<file path="src/rtl/z80_bus_pkg.sv">
// Shared Z80 bus types: master/slave bus structs, machine-cycle state enum, bus widths.
// Latency: n/a (types only).
// Backpressure: n/a (types only).
package z80_bus_pkg;

   localparam int Z80_ADDR_W = 16;
   localparam int Z80_DATA_W = 8;

   // Fields driven by the bus master towards all slaves
   typedef struct packed {
      logic [Z80_ADDR_W-1:0] addr;
      logic [Z80_DATA_W-1:0] dmaster;
      logic                  mreq_n;
      logic                  iorq_n;
      logic                  rd_n;
      logic                  wr_n;
   } Z80MasterBus;

   // Fields returned by the selected slave; mwait = 0 requests a wait state
   typedef struct packed {
      logic [Z80_DATA_W-1:0] dslave;
      logic                  mwait;
   } Z80SlaveBus;

   typedef enum logic [2:0] {
      IDLE,
      T1,
      T2,
      TW,
      T3
   } z80_mcycle_e;

endpackage

</file>
<file path="src/rtl/z80_wait_timer.sv">
// Wait-state timer: counts consecutive TW cycles and flags the terminal count.
// Latency: tc is registered-count based, valid in the same cycle as the count.
// Backpressure: none; clr has priority over inc.
module z80_wait_timer #(
   parameter int unsigned TIMEOUT_CYCLES = 255
) (
   input  logic clk,
   input  logic rst_n,
   input  logic clr,
   input  logic inc,
   output logic tc
);

   logic [15:0] cnt_q;
   logic [15:0] cnt_d;

   // Clear while in T2 so the first TW sees zero; count one per TW cycle
   always_comb begin
      cnt_d = cnt_q;
      if (clr) begin
         cnt_d = 16'h0000;
      end else if (inc) begin
         cnt_d = cnt_q + 16'd1;
      end
   end

   // Counter register
   always_ff @(posedge clk or negedge rst_n) begin
      if (!rst_n) begin
         cnt_q <= 16'h0000;
      end else begin
         cnt_q <= cnt_d;
      end
   end

   // Count holds the number of completed TW cycles, so the last allowed TW sees TIMEOUT_CYCLES-1
   assign tc = (cnt_q == 16'(TIMEOUT_CYCLES - 1));

endmodule

</file>
<file path="src/rtl/z80_bus_master.sv">
// Z80 bus master: single-beat host request -> memory or I/O machine cycle (optional TW timeout: Z80_BUS_MASTER_TIMEOUT_EN).
// Latency: accept at edge N, T1..T3 in N+1..N+3, rsp_valid in N+4; each TW adds one cycle.
// Backpressure: req_ready only in IDLE; rsp_valid is a one-cycle pulse and cannot be stalled.
module z80_bus_master
   import z80_bus_pkg::*;
#(
   parameter int unsigned TIMEOUT_CYCLES = 255
) (
   input  logic                  clk,
   input  logic                  rst_n,
   input  logic                  req_valid,
   output logic                  req_ready,
   input  logic                  req_write,
   input  logic                  req_io,
   input  logic [Z80_ADDR_W-1:0] req_addr,
   input  logic [Z80_DATA_W-1:0] req_wdata,
   output logic                  rsp_valid,
   output logic [Z80_DATA_W-1:0] rsp_rdata,
   output logic                  rsp_err,
   output logic                  ena,
   output Z80MasterBus           obus,
   input  Z80SlaveBus            ibus
);

   if (TIMEOUT_CYCLES < 1 || TIMEOUT_CYCLES > 65535) begin : g_bad_timeout
      $error("TIMEOUT_CYCLES must be in 1..65535");
   end

   z80_mcycle_e           state_q, state_d;
   logic [Z80_ADDR_W-1:0] addr_q, addr_d;
   logic [Z80_DATA_W-1:0] dmaster_q, dmaster_d;
   logic [Z80_DATA_W-1:0] wdata_q, wdata_d;
   logic [Z80_DATA_W-1:0] rsp_rdata_q, rsp_rdata_d;
   logic                  mreq_n_q, mreq_n_d;
   logic                  iorq_n_q, iorq_n_d;
   logic                  rd_n_q, rd_n_d;
   logic                  wr_n_q, wr_n_d;
   logic                  ena_q, ena_d;
   logic                  write_q, write_d;
   logic                  err_q, err_d;
   logic                  rsp_valid_q, rsp_valid_d;
   logic                  rsp_err_q, rsp_err_d;
   logic                  timeout_hit;

`ifdef Z80_BUS_MASTER_TIMEOUT_EN
   z80_wait_timer #(
      .TIMEOUT_CYCLES(TIMEOUT_CYCLES)
   ) u_wait_timer (
      .clk   (clk),
      .rst_n (rst_n),
      .clr   (state_q == T2),
      .inc   (state_q == TW),
      .tc    (timeout_hit)
   );
`else
   assign timeout_hit = 1'b0;
`endif

   // Ready is gated by the reset pin so it reads 0 for the whole reset assertion
   assign req_ready = rst_n && (state_q == IDLE);

   // Next-state and next-output logic; all bus outputs come straight from flops
   always_comb begin
      state_d     = state_q;
      addr_d      = addr_q;
      dmaster_d   = dmaster_q;
      wdata_d     = wdata_q;
      rsp_rdata_d = rsp_rdata_q;
      mreq_n_d    = mreq_n_q;
      iorq_n_d    = iorq_n_q;
      rd_n_d      = rd_n_q;
      wr_n_d      = wr_n_q;
      ena_d       = ena_q;
      write_d     = write_q;
      err_d       = err_q;
      rsp_valid_d = 1'b0;
      rsp_err_d   = rsp_err_q;
      case (state_q)
         IDLE: begin
            if (req_valid && req_ready) begin
               state_d  = T1;
               addr_d   = req_addr;
               wdata_d  = req_wdata;
               write_d  = req_write;
               err_d    = 1'b0;
               mreq_n_d = req_io;
               iorq_n_d = !req_io;
               rd_n_d   = req_write;
               ena_d    = 1'b1;
               if (!req_write) begin
                  dmaster_d = '0;
               end
            end
         end
         T1: begin
            state_d = T2;
            if (write_q) begin
               dmaster_d = wdata_q;
               wr_n_d    = 1'b0;
            end
         end
         T2: begin
            state_d = ibus.mwait ? T3 : TW;
         end
         TW: begin
            if (ibus.mwait) begin
               state_d = T3;
            end else if (timeout_hit) begin
               state_d = T3;
               err_d   = 1'b1;
            end
         end
         T3: begin
            state_d     = IDLE;
            mreq_n_d    = 1'b1;
            iorq_n_d    = 1'b1;
            rd_n_d      = 1'b1;
            wr_n_d      = 1'b1;
            ena_d       = 1'b0;
            rsp_valid_d = 1'b1;
            rsp_err_d   = err_q;
            rsp_rdata_d = (write_q || err_q) ? '0 : ibus.dslave;
         end
         default: begin
            state_d = IDLE;
         end
      endcase
   end

   // State and output registers; reset returns strobes high and drops any cycle in flight
   always_ff @(posedge clk or negedge rst_n) begin
      if (!rst_n) begin
         state_q     <= IDLE;
         addr_q      <= '0;
         dmaster_q   <= '0;
         wdata_q     <= '0;
         rsp_rdata_q <= '0;
         mreq_n_q    <= 1'b1;
         iorq_n_q    <= 1'b1;
         rd_n_q      <= 1'b1;
         wr_n_q      <= 1'b1;
         ena_q       <= 1'b0;
         write_q     <= 1'b0;
         err_q       <= 1'b0;
         rsp_valid_q <= 1'b0;
         rsp_err_q   <= 1'b0;
      end else begin
         state_q     <= state_d;
         addr_q      <= addr_d;
         dmaster_q   <= dmaster_d;
         wdata_q     <= wdata_d;
         rsp_rdata_q <= rsp_rdata_d;
         mreq_n_q    <= mreq_n_d;
         iorq_n_q    <= iorq_n_d;
         rd_n_q      <= rd_n_d;
         wr_n_q      <= wr_n_d;
         ena_q       <= ena_d;
         write_q     <= write_d;
         err_q       <= err_d;
         rsp_valid_q <= rsp_valid_d;
         rsp_err_q   <= rsp_err_d;
      end
   end

   assign obus.addr    = addr_q;
   assign obus.dmaster = dmaster_q;
   assign obus.mreq_n  = mreq_n_q;
   assign obus.iorq_n  = iorq_n_q;
   assign obus.rd_n    = rd_n_q;
   assign obus.wr_n    = wr_n_q;
   assign ena          = ena_q;
   assign rsp_valid    = rsp_valid_q;
   assign rsp_rdata    = rsp_rdata_q;
   assign rsp_err      = rsp_err_q;

endmodule

</file>
<file path="config.mk">
export PLATFORM = sky130hd
export DESIGN_NAME = z80_bus_master
export DESIGN_NICKNAME = d
export VERILOG_FILES = /design/src/rtl/z80_bus_pkg.sv /design/src/rtl/z80_wait_timer.sv /design/src/rtl/z80_bus_master.sv
export SDC_FILE = /design/constraint.sdc
export NUM_CORES = 1
export LEC_CHECK = 0
export CORE_MARGIN = 2
export CORE_UTILIZATION = 45
export CTS_BUF_LIST = sky130_fd_sc_hd__clkbuf_4
export CTS_CLUSTER_DIAMETER = 60
export DETAILED_ROUTE_END_ITERATION = 16
export GPL_TIMING_DRIVEN = 0
export PLACE_DENSITY = 0.8
export SLEW_MARGIN = 20
export SYNTH_ARGS = -nofsm -noshare
export SYNTH_HDL_FRONTEND = slang
export SYNTH_SLANG_ARGS = --single-unit
</file>
<file path="constraint.sdc">
create_clock -name clk -period 2.35 [get_ports clk]
set_clock_uncertainty 0.15 [all_clocks]
set_input_delay 0.47 -clock clk [delete_from_list [all_inputs] [get_ports clk]]
set_output_delay 0.47 -clock clk [all_outputs]
set_load 0.1 [all_outputs]
</file>
---- Word level (Yosys, flattened, before mapping) ----
Index checks and enable logic that the tools add are counted.
storage, ports and cells
  logic and storage cells ................. 52
  bits in latches ......................... 0
  output and inout port bits .............. 40
  memories kept ........................... 0
  memory bits (read-only) ................. 0
  RAM bits ................................ 0
  register bits ........................... 50
  input bits .............................. 38
operators by class
  divide/modulo/power cells ............... 0
  shift operators ......................... 0
  muxes and demuxes ....................... 20
  multipliers ............................. 0
  $add $sub $neg .......................... 0
  magnitude comparators ................... 0
  equal/unequal tests ..................... 8
  bitwise gates (word level) .............. 0
  reductions and logical operators ........ 12
operator list
  kind                number
  $mux 8              4
  $pmux 8 s2          1
  $pmux 3 s4          1
  $pmux 1 s2          5
  $mux 3              3
  $reduce_and 2->1    4
  $eq 3x2->1 const B  2
  $mux 1              6
  $ne 2x2->1 const B  3
  $reduce_bool 2->1   3
  $reduce_and 4->1    1
  $eq 3x1->1 const B  1
  $eq 3x3->1 const B  1
  $logic_not 3->1     1
  $logic_and 1x1->1   2
  $ne 2x1->1 const B  1
  $logic_not 1->1     1

---- Longest topological paths before layout ----
Gate-level depths: netlist (run 1).
  depth in word-level cells ............... 5
  mapped depth ............................ 6
  mapped depth without buffers ............ 4

---- Worst setup path after synthesis (run 1) ----
OpenSTA, ideal clock, no wires.
  kind .................................... reg2out
  from .................................... reg state_q[1]
  to ...................................... out req_ready
  arrival ................................. 1.752 ns
  data required time ...................... 1.730 ns
  path slack .............................. -0.022 ns
  cell stages (with the launch flop) ...... 5
  buffers on the path ..................... 2
  path through ............................ dfrtp_1 buf_6 or4b_4 buf_6 inv_1
between the ends
  word-level cells in the longest chain between the ends .. 2
ends and longest elaborated chain
  item                      RTL line               source
  start: declaration        z80_bus_master.sv:29   z80_mcycle_e state_q, state_d;
  start signal: assignment  z80_bus_master.sv:148  state_q <= state_d;
  $logic_not 3->1           z80_bus_master.sv:60   assign req_ready = rst_n && (state_q == IDLE);
  $logic_and 1x1->1         z80_bus_master.sv:60
  end: declaration          z80_bus_master.sv:12   output logic req_ready,
Every way passes these cells.

---- Worst setup path after layout (run 1) ----
Same ends and word-level chain as after synthesis.

==> reports/metrics.cfg, run 1 <==
[clock_tree]
numCtsBuffers = 5
path_clk_slew_ns = 0.13
clk_path_buf_depth = 2
cts_max_level = 2
tritoncts = done
cts_sinks = 50
cts_root_buf = clkbuf_4
insertion_delay_ns = 0.36

[floorplan]
num_rows = 25
chipWidth_um = 73.88
die_area_um2 = 5458
fp.dieH_um = 73.88
coreArea_um2 = 4723
ioPinCount = 78
initial_utilization_pct = 46.52

[critical_path]
startpoint_type = register
worstSetupEndpointType = output port
max_stage_delay_ns = 0.53
worstSetupPathType = register to output port
path_cells = buf_6 > or4b_4 > clkinvlp_4 > buf_12
path_max_fanout = 6
critPathSlowestCell = or4b_4
worst-r2r-setup-slack_ns = 0.20
cp.required_ns = 1.73
cp_data_arrival_time_ns = 1.71

[yosys]
yosys.area_share.simple_pct = 10.88
syn_nets = 204
synth_compound_area_share_pct = 5.410
ys_ff_latch = 50
yosys_warnings = 0
synthAdderAreaFrac_pct = 0
synth_cells = 166
synth_mux_area_share_pct = 19.19
synth_top_family_by_area = multiplexers
synthXorXnorAreaFrac_pct = 0
avgSynthCellArea_um2 = 13.24
ys_seq_area_share_pct = 57.18
netlist_area_um2 = 2197
synth_cell_types = 30

[drt]
first_iter_violations = 84
drtPass1Iterations = 4
drt_wl_total_um = 4628
drc = 0
num_vias = 1496
final_antenna_net_count = 0
wl_per_cell_um = 14.20
via_per_inst = 4.589

[final_layout]
mostFrequentLayoutCells = dfrtp_1 (44), clkdlybuf4s50_1 (36), dlygate4sd2_1 (34)
final_cells = 326
antennaDiodeCount = 0
num-nets-final = 296
mostFrequentLayoutCell = dfrtp_1
syn_to_final_growth_pct = 46.36
drive_gt1_share_pct = 26.25

[sta]
fmax_mhz = 428.6
slew_violations = 0
hold_violations = 0
rsz0062_at_grt = true
fin_crit_ns = 2.333
slew_headroom_pct = 33.39
fin_hold_ws_ns = 0.3373
final.setup.tns_ns = 0
worstMarginPinSlew_ns = 1.003
setup_viol = 0
fin_crit_sh_pct = 99.28

[min_path]
hold_class = register to register

[outcome]
outcome = completed

[grt]
overflow = 0
grt_usage_pct = 17.73
grt.busiest_layer = met2
grt_pass1_vias = 1448
use_met2_pct = 28.67
grt_max_degree = 47
grt_util_met1_pct = 22.80
antenna_found_initial = 0
grt_pass1_wl_um = 7189
met3_usage_pct = 5.213

[flow_run]
maxCapViolCount = 0

[placement]
dp.cells = 309
dp_hpwl_um = 3171
globalplace.congestion = 0.7051
portBuffers = 76

path summary, 6_finish.rpt:
path,from,to,cells past startpoint
max,state_q[1],req_ready,4
min,rsp_rdata[3],rsp_rdata[3],2
max reg2reg,state_q[1],addr_q[4],6
min reg2reg,rsp_rdata[3],rsp_rdata[3],2
max in group asynchronous,rst_n,state_q[0],4
min in group asynchronous,rst_n,rd_n_q,2
layer usage:
metal  vias to the layer above  wire [µm]  share of wire [%]
met5                         -          0                  0
met4                         0         85                1.8
met3                         6        290                6.3
met2                        54       2346                 51
met1                       711       1906                 41
li1                        725          -                  -
repair_timing:
action	in CTS	in global routing
hold buffers	3	1
setup buffers	0	7
endpoints found under the setup margin	39	1
pin swaps	0	1
endpoints found under the hold margin	46	2
gates resized for setup	56	2
registers in the layout, summed over array words and instances, names as in the netlist, 3 cells and up:
register   count
addr_q        16
dmaster_q      8
rsp_rdata      8
state_q        3
wdata_q        8
cell families after synthesis:
logic type / Yosys count
compound gates: 17
buf+inv: 24
flops: 50
mux: 32
other cells: 1
simple gates: 42
cell usage after synthesis:
cell       count  area [µm²]
buf_12         2       40.04
nor2_1         2       7.510
mux2i_1        8       80.08
or3b_2         1       8.760
o21ai_0       12       60.06
inv_1         11       41.29
nand2b_1       8       50.05
conb_1         1       3.750
a211oi_1       1       7.510
o311ai_0       1       8.760
o21a_1         1       7.510
nor3b_2        1       12.51
or4b_4         1       13.76
buf_6          2       22.52
clkbuf_1       3       11.26
nor2_8         1       20.02
buf_2          1       5.000
nor4b_1        1       8.760
a21o_1         1       7.510
and2b_2        1       8.760
mux2_2         5       56.30
or2_1          1       6.260
a2111oi_4      1       27.53
nor3b_1        1       7.510
buf_4          5       37.54
dfrtp_1       46        1151
nand3_1        4       20.02
dfstp_2        4       105.1
mux2_4        19       285.3
nand2_1       20       75.07
cell type report:
type / count / area, µm²
Inverter: 11 / 45.04
Clock buffer: 7 / 52.55
Clock inverter: 1 / 30.03
Buffer: 11 / 100.1
Multi-Input combinational cell: 92 / 783.3
Fill cell: 384 / 1508
Sequential cell: 50 / 1259
Tap cell: 67 / 83.83
Timing Repair Buffer: 87 / 862.1
through the flow:
step           worst slack [ns]  util (%)  cell area, µm²
3_5_place_dp             -1.195     64.42            3043
6_report                0.01695     68.08            3216
4_1_cts                 -0.1193     67.05            3167
3_3_place_gp             -2.865     64.48            3045
2_1_floorplan            0.2550         -            2201
5_1_grt                -0.05736     68.08            3216
worst max-delay path: cells and delay by family, from the launching register on:
kind	cells	cell delay, ns
flip-flops	1	0.40
AND/OR/NAND/NOR	1	0.53
buffers and inverters	3	0.43
Power of run 1 is not shown: default switching activity piles up to over one toggle a cycle in this logic, so the estimate is an artifact.
==> inputs of run 2 (changes only) <==
- GPL_ROUTABILITY_DRIVEN: not set -> 0
- SLEW_MARGIN: 20 -> not set
==> run 2 against run 1 <==
The run now ends with hold timing left. Cell area fell by 0.97%. Sequential cell count did not move. Critical path depth did not move. Sequential share of layout area rose by 0.38 points. Worst hold slack got worse by 0.58 ns.
==> reports/metrics.cfg, run 2 (synthesized netlist as in run 1, its figures left out) <==
[outcome]
outcome = complete, but fails checks
violations = hold timing

[clock_tree]
cts_root_buf = clkbuf_4
cts_sinks = 50
clk_path_buf_depth = 2
numCtsBuffers = 5
path_clk_slew_ns = 0.14
cts_max_level = 2
insertion_delay_ns = 0.37
tritoncts = done

[drt]
top_layer_used = met4
wl_met2_um = 2281
drtPass1Iterations = 4
num_vias = 1512
wl_per_cell_um = 13.87
wl_met3_um = 295
wl_met1_um = 1888
drt_wl_total_um = 4523
drc = 0
final_antenna_net_count = 0
via_per_inst = 4.638
first_iter_violations = 83

[critical_path]
worstSetupStartpoint = state_q[1]
worstSetupEndpointType = output port
path_max_fanout = 7
startpoint_type = register
cp_data_arrival_time_ns = 1.72
worstSetupPathType = register to output port
reg2reg_from = state_q[1]
cp.required_ns = 1.73

[flow_run]
maxCapViolCount = 0

[grt]
grt_usage_pct = 16.93
overflow = 0
grt_max_degree = 40
grt_pass1_wl_um = 6941
grt_pass1_vias = 1442
antenna_found_initial = 0

[final_layout]
largest_reg_flops = 16
num-nets-final = 296
mostFrequentLayoutCells = dfrtp_1 (44), clkdlybuf4s50_1 (36), dlygate4sd2_1 (34)
antennaDiodeCount = 0
mostFrequentLayoutCell = dfrtp_1
syn_to_final_growth_pct = 44.93
largest-register = addr_q
drive_gt1_share_pct = 25.87

[sta]
hold_violations = 30
fin_hold_ws_ns = -0.2378
setup_slack_ns = 0.01193
fin_crit_ns = 2.338
final.setup.tns_ns = 0
worstMarginPinSlew_ns = 0.9904
slew_headroom_pct = 34.23
fmax_mhz = 427.7
rsz0062_at_grt = true
setup_viol = 0
fin_crit_sh_pct = 99.49
slew_violations = 0

[floorplan]
ioPinCount = 78
coreArea_um2 = 4723
num_rows = 25
fp.dieH_um = 73.88
die_area_um2 = 5458
chipWidth_um = 73.88
initial_utilization_pct = 46.52

[placement]
dp_slack_ns = -1.187
dp_hpwl_um = 3185
portBuffers = 76

[min_path]
hold_class = input pin to asynchronous set/reset pin

[run 2: cell types whose count changed in the layout (fill, tap and decap cells not counted)]
cell / change
clkbuf_16: +1
bufinv_16: -1
buf_16: -1
clkbuf_4: -2
clkinv_2: +1
clkinvlp_4: +1
clkinv_1: +1
[run 2: worst max-delay path: stages (launching register included)]
cell and delay [ns]:
dfrtp_1 0.40, buf_6 0.13, or4b_4 0.53, clkinvlp_4 0.13, buf_12 0.17
[run 2: routing by layer]
metal  vias up  track usage [%]
li1        733                -
met1       725            22.33
met2        48            26.59
met3         6            5.350
met4         0            5.455
met5         -                0
[run 2: final cells by class]
type | count | area, µm²
Buffer | 11 | 100.1
Tap cell | 67 | 83.83
Clock inverter | 3 | 16.27
Sequential cell | 50 | 1259
Fill cell | 390 | 1539
Clock buffer | 5 | 37.54
Timing Repair Buffer | 87 | 859.6
Multi-Input combinational cell | 92 | 783.3
Inverter | 11 | 45.04
[run 2: through the flow]
stage | cell area, µm² | utilization [%] | instances | hold WS [ns]
finish | 3184 | 67.42 | 326 | -0.2378
global route | 3184 | 67.42 | 326 | -0.2590
CTS | 3093 | 65.48 | 318 | -0.2629
detailed placement | 3060 | 64.79 | 310 | 0.2335
global placement | 3045 | 64.48 | 309 | 0.3113
floorplan | 2201 | - | 166 | 0.02441
[run 2: worst paths after layout]
| path | to | slack, ns | cells after the start |
|---|---|---|---|
| max | req_ready | 0.01 | 4 |
| max in group asynchronous | wdata_q[7] | 0.87 | 3 |
| max reg2reg | addr_q[8] | 0.20 | 6 |
| min | addr_q[10] | -0.24 | 1 |
| min reg2reg | rsp_rdata[3] | 0.34 | 2 |
| min in group clk | rsp_rdata[3] | 0.34 | 2 |
[run 2: what timing repair did]
action,CTS,global route
pin swaps,0,1
endpoints found under the hold margin,49,45
setup buffers,0,7
setup endpoints to repair,39,1
gates resized for setup,57,3
cloned,0,1
Power of run 2 is left out for the same reason.
==> inputs of run 3 (changes only) <==
- CORE_MARGIN: 2 -> 3
- PLACE_DENSITY: 0.8 -> 0.83
==> run 3 against run 2 <==
The flow still finishes with violations (hold timing). Setup slack better by 0.027 ns. Core utilization is 3.3 points higher. Worst hold slack worse by 0.015 ns. Wire length is 3.7% higher. Highest routed layer unchanged.
==> reports/metrics.cfg, run 3 (synthesized netlist as in run 1, its figures left out) <==
[floorplan]
die_area_um2 = 5757
fp.dieH_um = 75.88
chipWidth_um = 75.88
initial_utilization_pct = 48.45
coreArea_um2 = 4534
ioPinCount = 78
num_rows = 24

[sta]
fin_hold_ws_ns = -0.2524
fmax_mhz = 432.7
slew_headroom_pct = 34.31
rsz0062_at_grt = true
hold_violations = 28
slew_violations = 0
fin_crit_sh_pct = 98.33
setup_viol = 0
worstMarginPinSlew_ns = 0.9893
fin_crit_ns = 2.311
setup_slack_ns = 0.03918

[critical_path]
max_stage_delay_ns = 0.51
worstSetupEndpointType = output port
startpoint_type = register
ff2ff_path_depth = 7
cp_data_arrival_time_ns = 1.69
worstSetupPathType = register to output port
critPathSlowestCell = or4b_4
r2r-end = wdata_q[7]
worst-r2r-setup-slack_ns = 0.10
path_cells = buf_6 > or4b_4 > clkinvlp_4 > buf_12
setup.worst_path.end = req_ready
reg2reg_from = state_q[1]
worstSetupStartpoint = state_q[1]
path_max_fanout = 3
cp.required_ns = 1.73

[clock_tree]
cts_root_buf = clkbuf_4
cts_max_level = 2
numCtsBuffers = 5
insertion_delay_ns = 0.37
cts_sinks = 50
path_clk_slew_ns = 0.15
clk_path_buf_depth = 2
tritoncts = done

[outcome]
outcome = complete, but fails checks
violations = hold timing

[flow_run]
maxCapViolCount = 0

[grt]
grt_pass1_vias = 1450
antenna_found_initial = 0
grt_pass1_wl_um = 6989
overflow = 0
grt_max_degree = 19
grt_usage_pct = 16.32

[drt]
drt_wl_total_um = 4691
final_antenna_net_count = 0
drc = 0
num_vias = 1532
first_iter_violations = 46
wl_per_cell_um = 14.48
via_per_inst = 4.728
drtPass1Iterations = 4

[min_path]
hold_class = input pin to asynchronous set/reset pin

[final_layout]
largest-register = addr_q
mostFrequentLayoutCells = dfrtp_1 (44), clkdlybuf4s50_1 (36), dlygate4sd2_1 (34)
drive_gt1_share_pct = 27.03
antennaDiodeCount = 0
fill_cells = 356
mostFrequentLayoutCell = dfrtp_1
regArea_um2 = 1259
fin_area_um2 = 3206
num-nets-final = 296
multi_input_area_um2 = 783.3
largest_reg_flops = 16
syn_to_final_growth_pct = 45.90

[placement]
dpl-instance-area_um2 = 3058
portBuffers = 76
dp_hpwl_um = 3240
dp_slack_ns = -1.271

==> run 3: area by class of cell <==
type,instances,share of cell area (%)
multi-input cells,92,24.43
clock inverters,2,1.171
clock buffers,6,1.405
plain buffers,11,3.123
flip-flops and latches,50,39.27
repair buffers,87,26.66
well taps,65,2.537
inverters,11,1.405
==> run 3: worst max-delay path: cells and delay by family (launching register included) <==
family / cells / cell delay, ns
DFF: 1 / 0.40
and+or+nand+nor: 1 / 0.51
buffers and inverters: 3 / 0.41
==> run 3: worst min-delay path by stage <==
stage                 start      endpoint  slack (ns)  cells after the start
6_report              rst_n    addr_q[13]       -0.25                      1
5_1_grt               rst_n    addr_q[13]       -0.26                      1
2_1_floorplan         rst_n     addr_q[0]        0.02                      0
3_3_place_gp   rsp_rdata[6]  rsp_rdata[6]        0.31                      2
4_1_cts               rst_n    addr_q[13]       -0.26                      1
3_5_place_dp          rst_n    addr_q[11]        0.28                      1
==> run 3: layer usage <==
| layer | global-route usage (%) | part of all wire (%) |
|---|---|---|
| met2 | 26.43 | 49 |
| met4 | 6.990 | 1.3 |
| met1 | 20.96 | 42 |
| met3 | 3.694 | 7.7 |
| met5 | 0 | 0 |
==> run 3: repair_timing <==
| action | in CTS | in global routing |
|---|---|---|
| gates resized for setup | 57 | 2 |
| pin swaps | 0 | 1 |
| setup endpoints to repair | 40 | 1 |
| buffers inserted | 0 | 9 |
| hold endpoints to repair | 28 | 28 |
| gates cloned | 1 | 0 |
==> run 3: through the flow <==
stage	instances	setup TNS (ns)	utilization [%]
final	324	0	70.70
after global routing	324	-0.01145	70.70
after CTS	317	-0.1240	69.51
after global placement	307	-110.44	67.11
after detailed placement	308	-10.83	67.44
after floorplan	166	0	-
Power of run 3 is left out for the same reason.
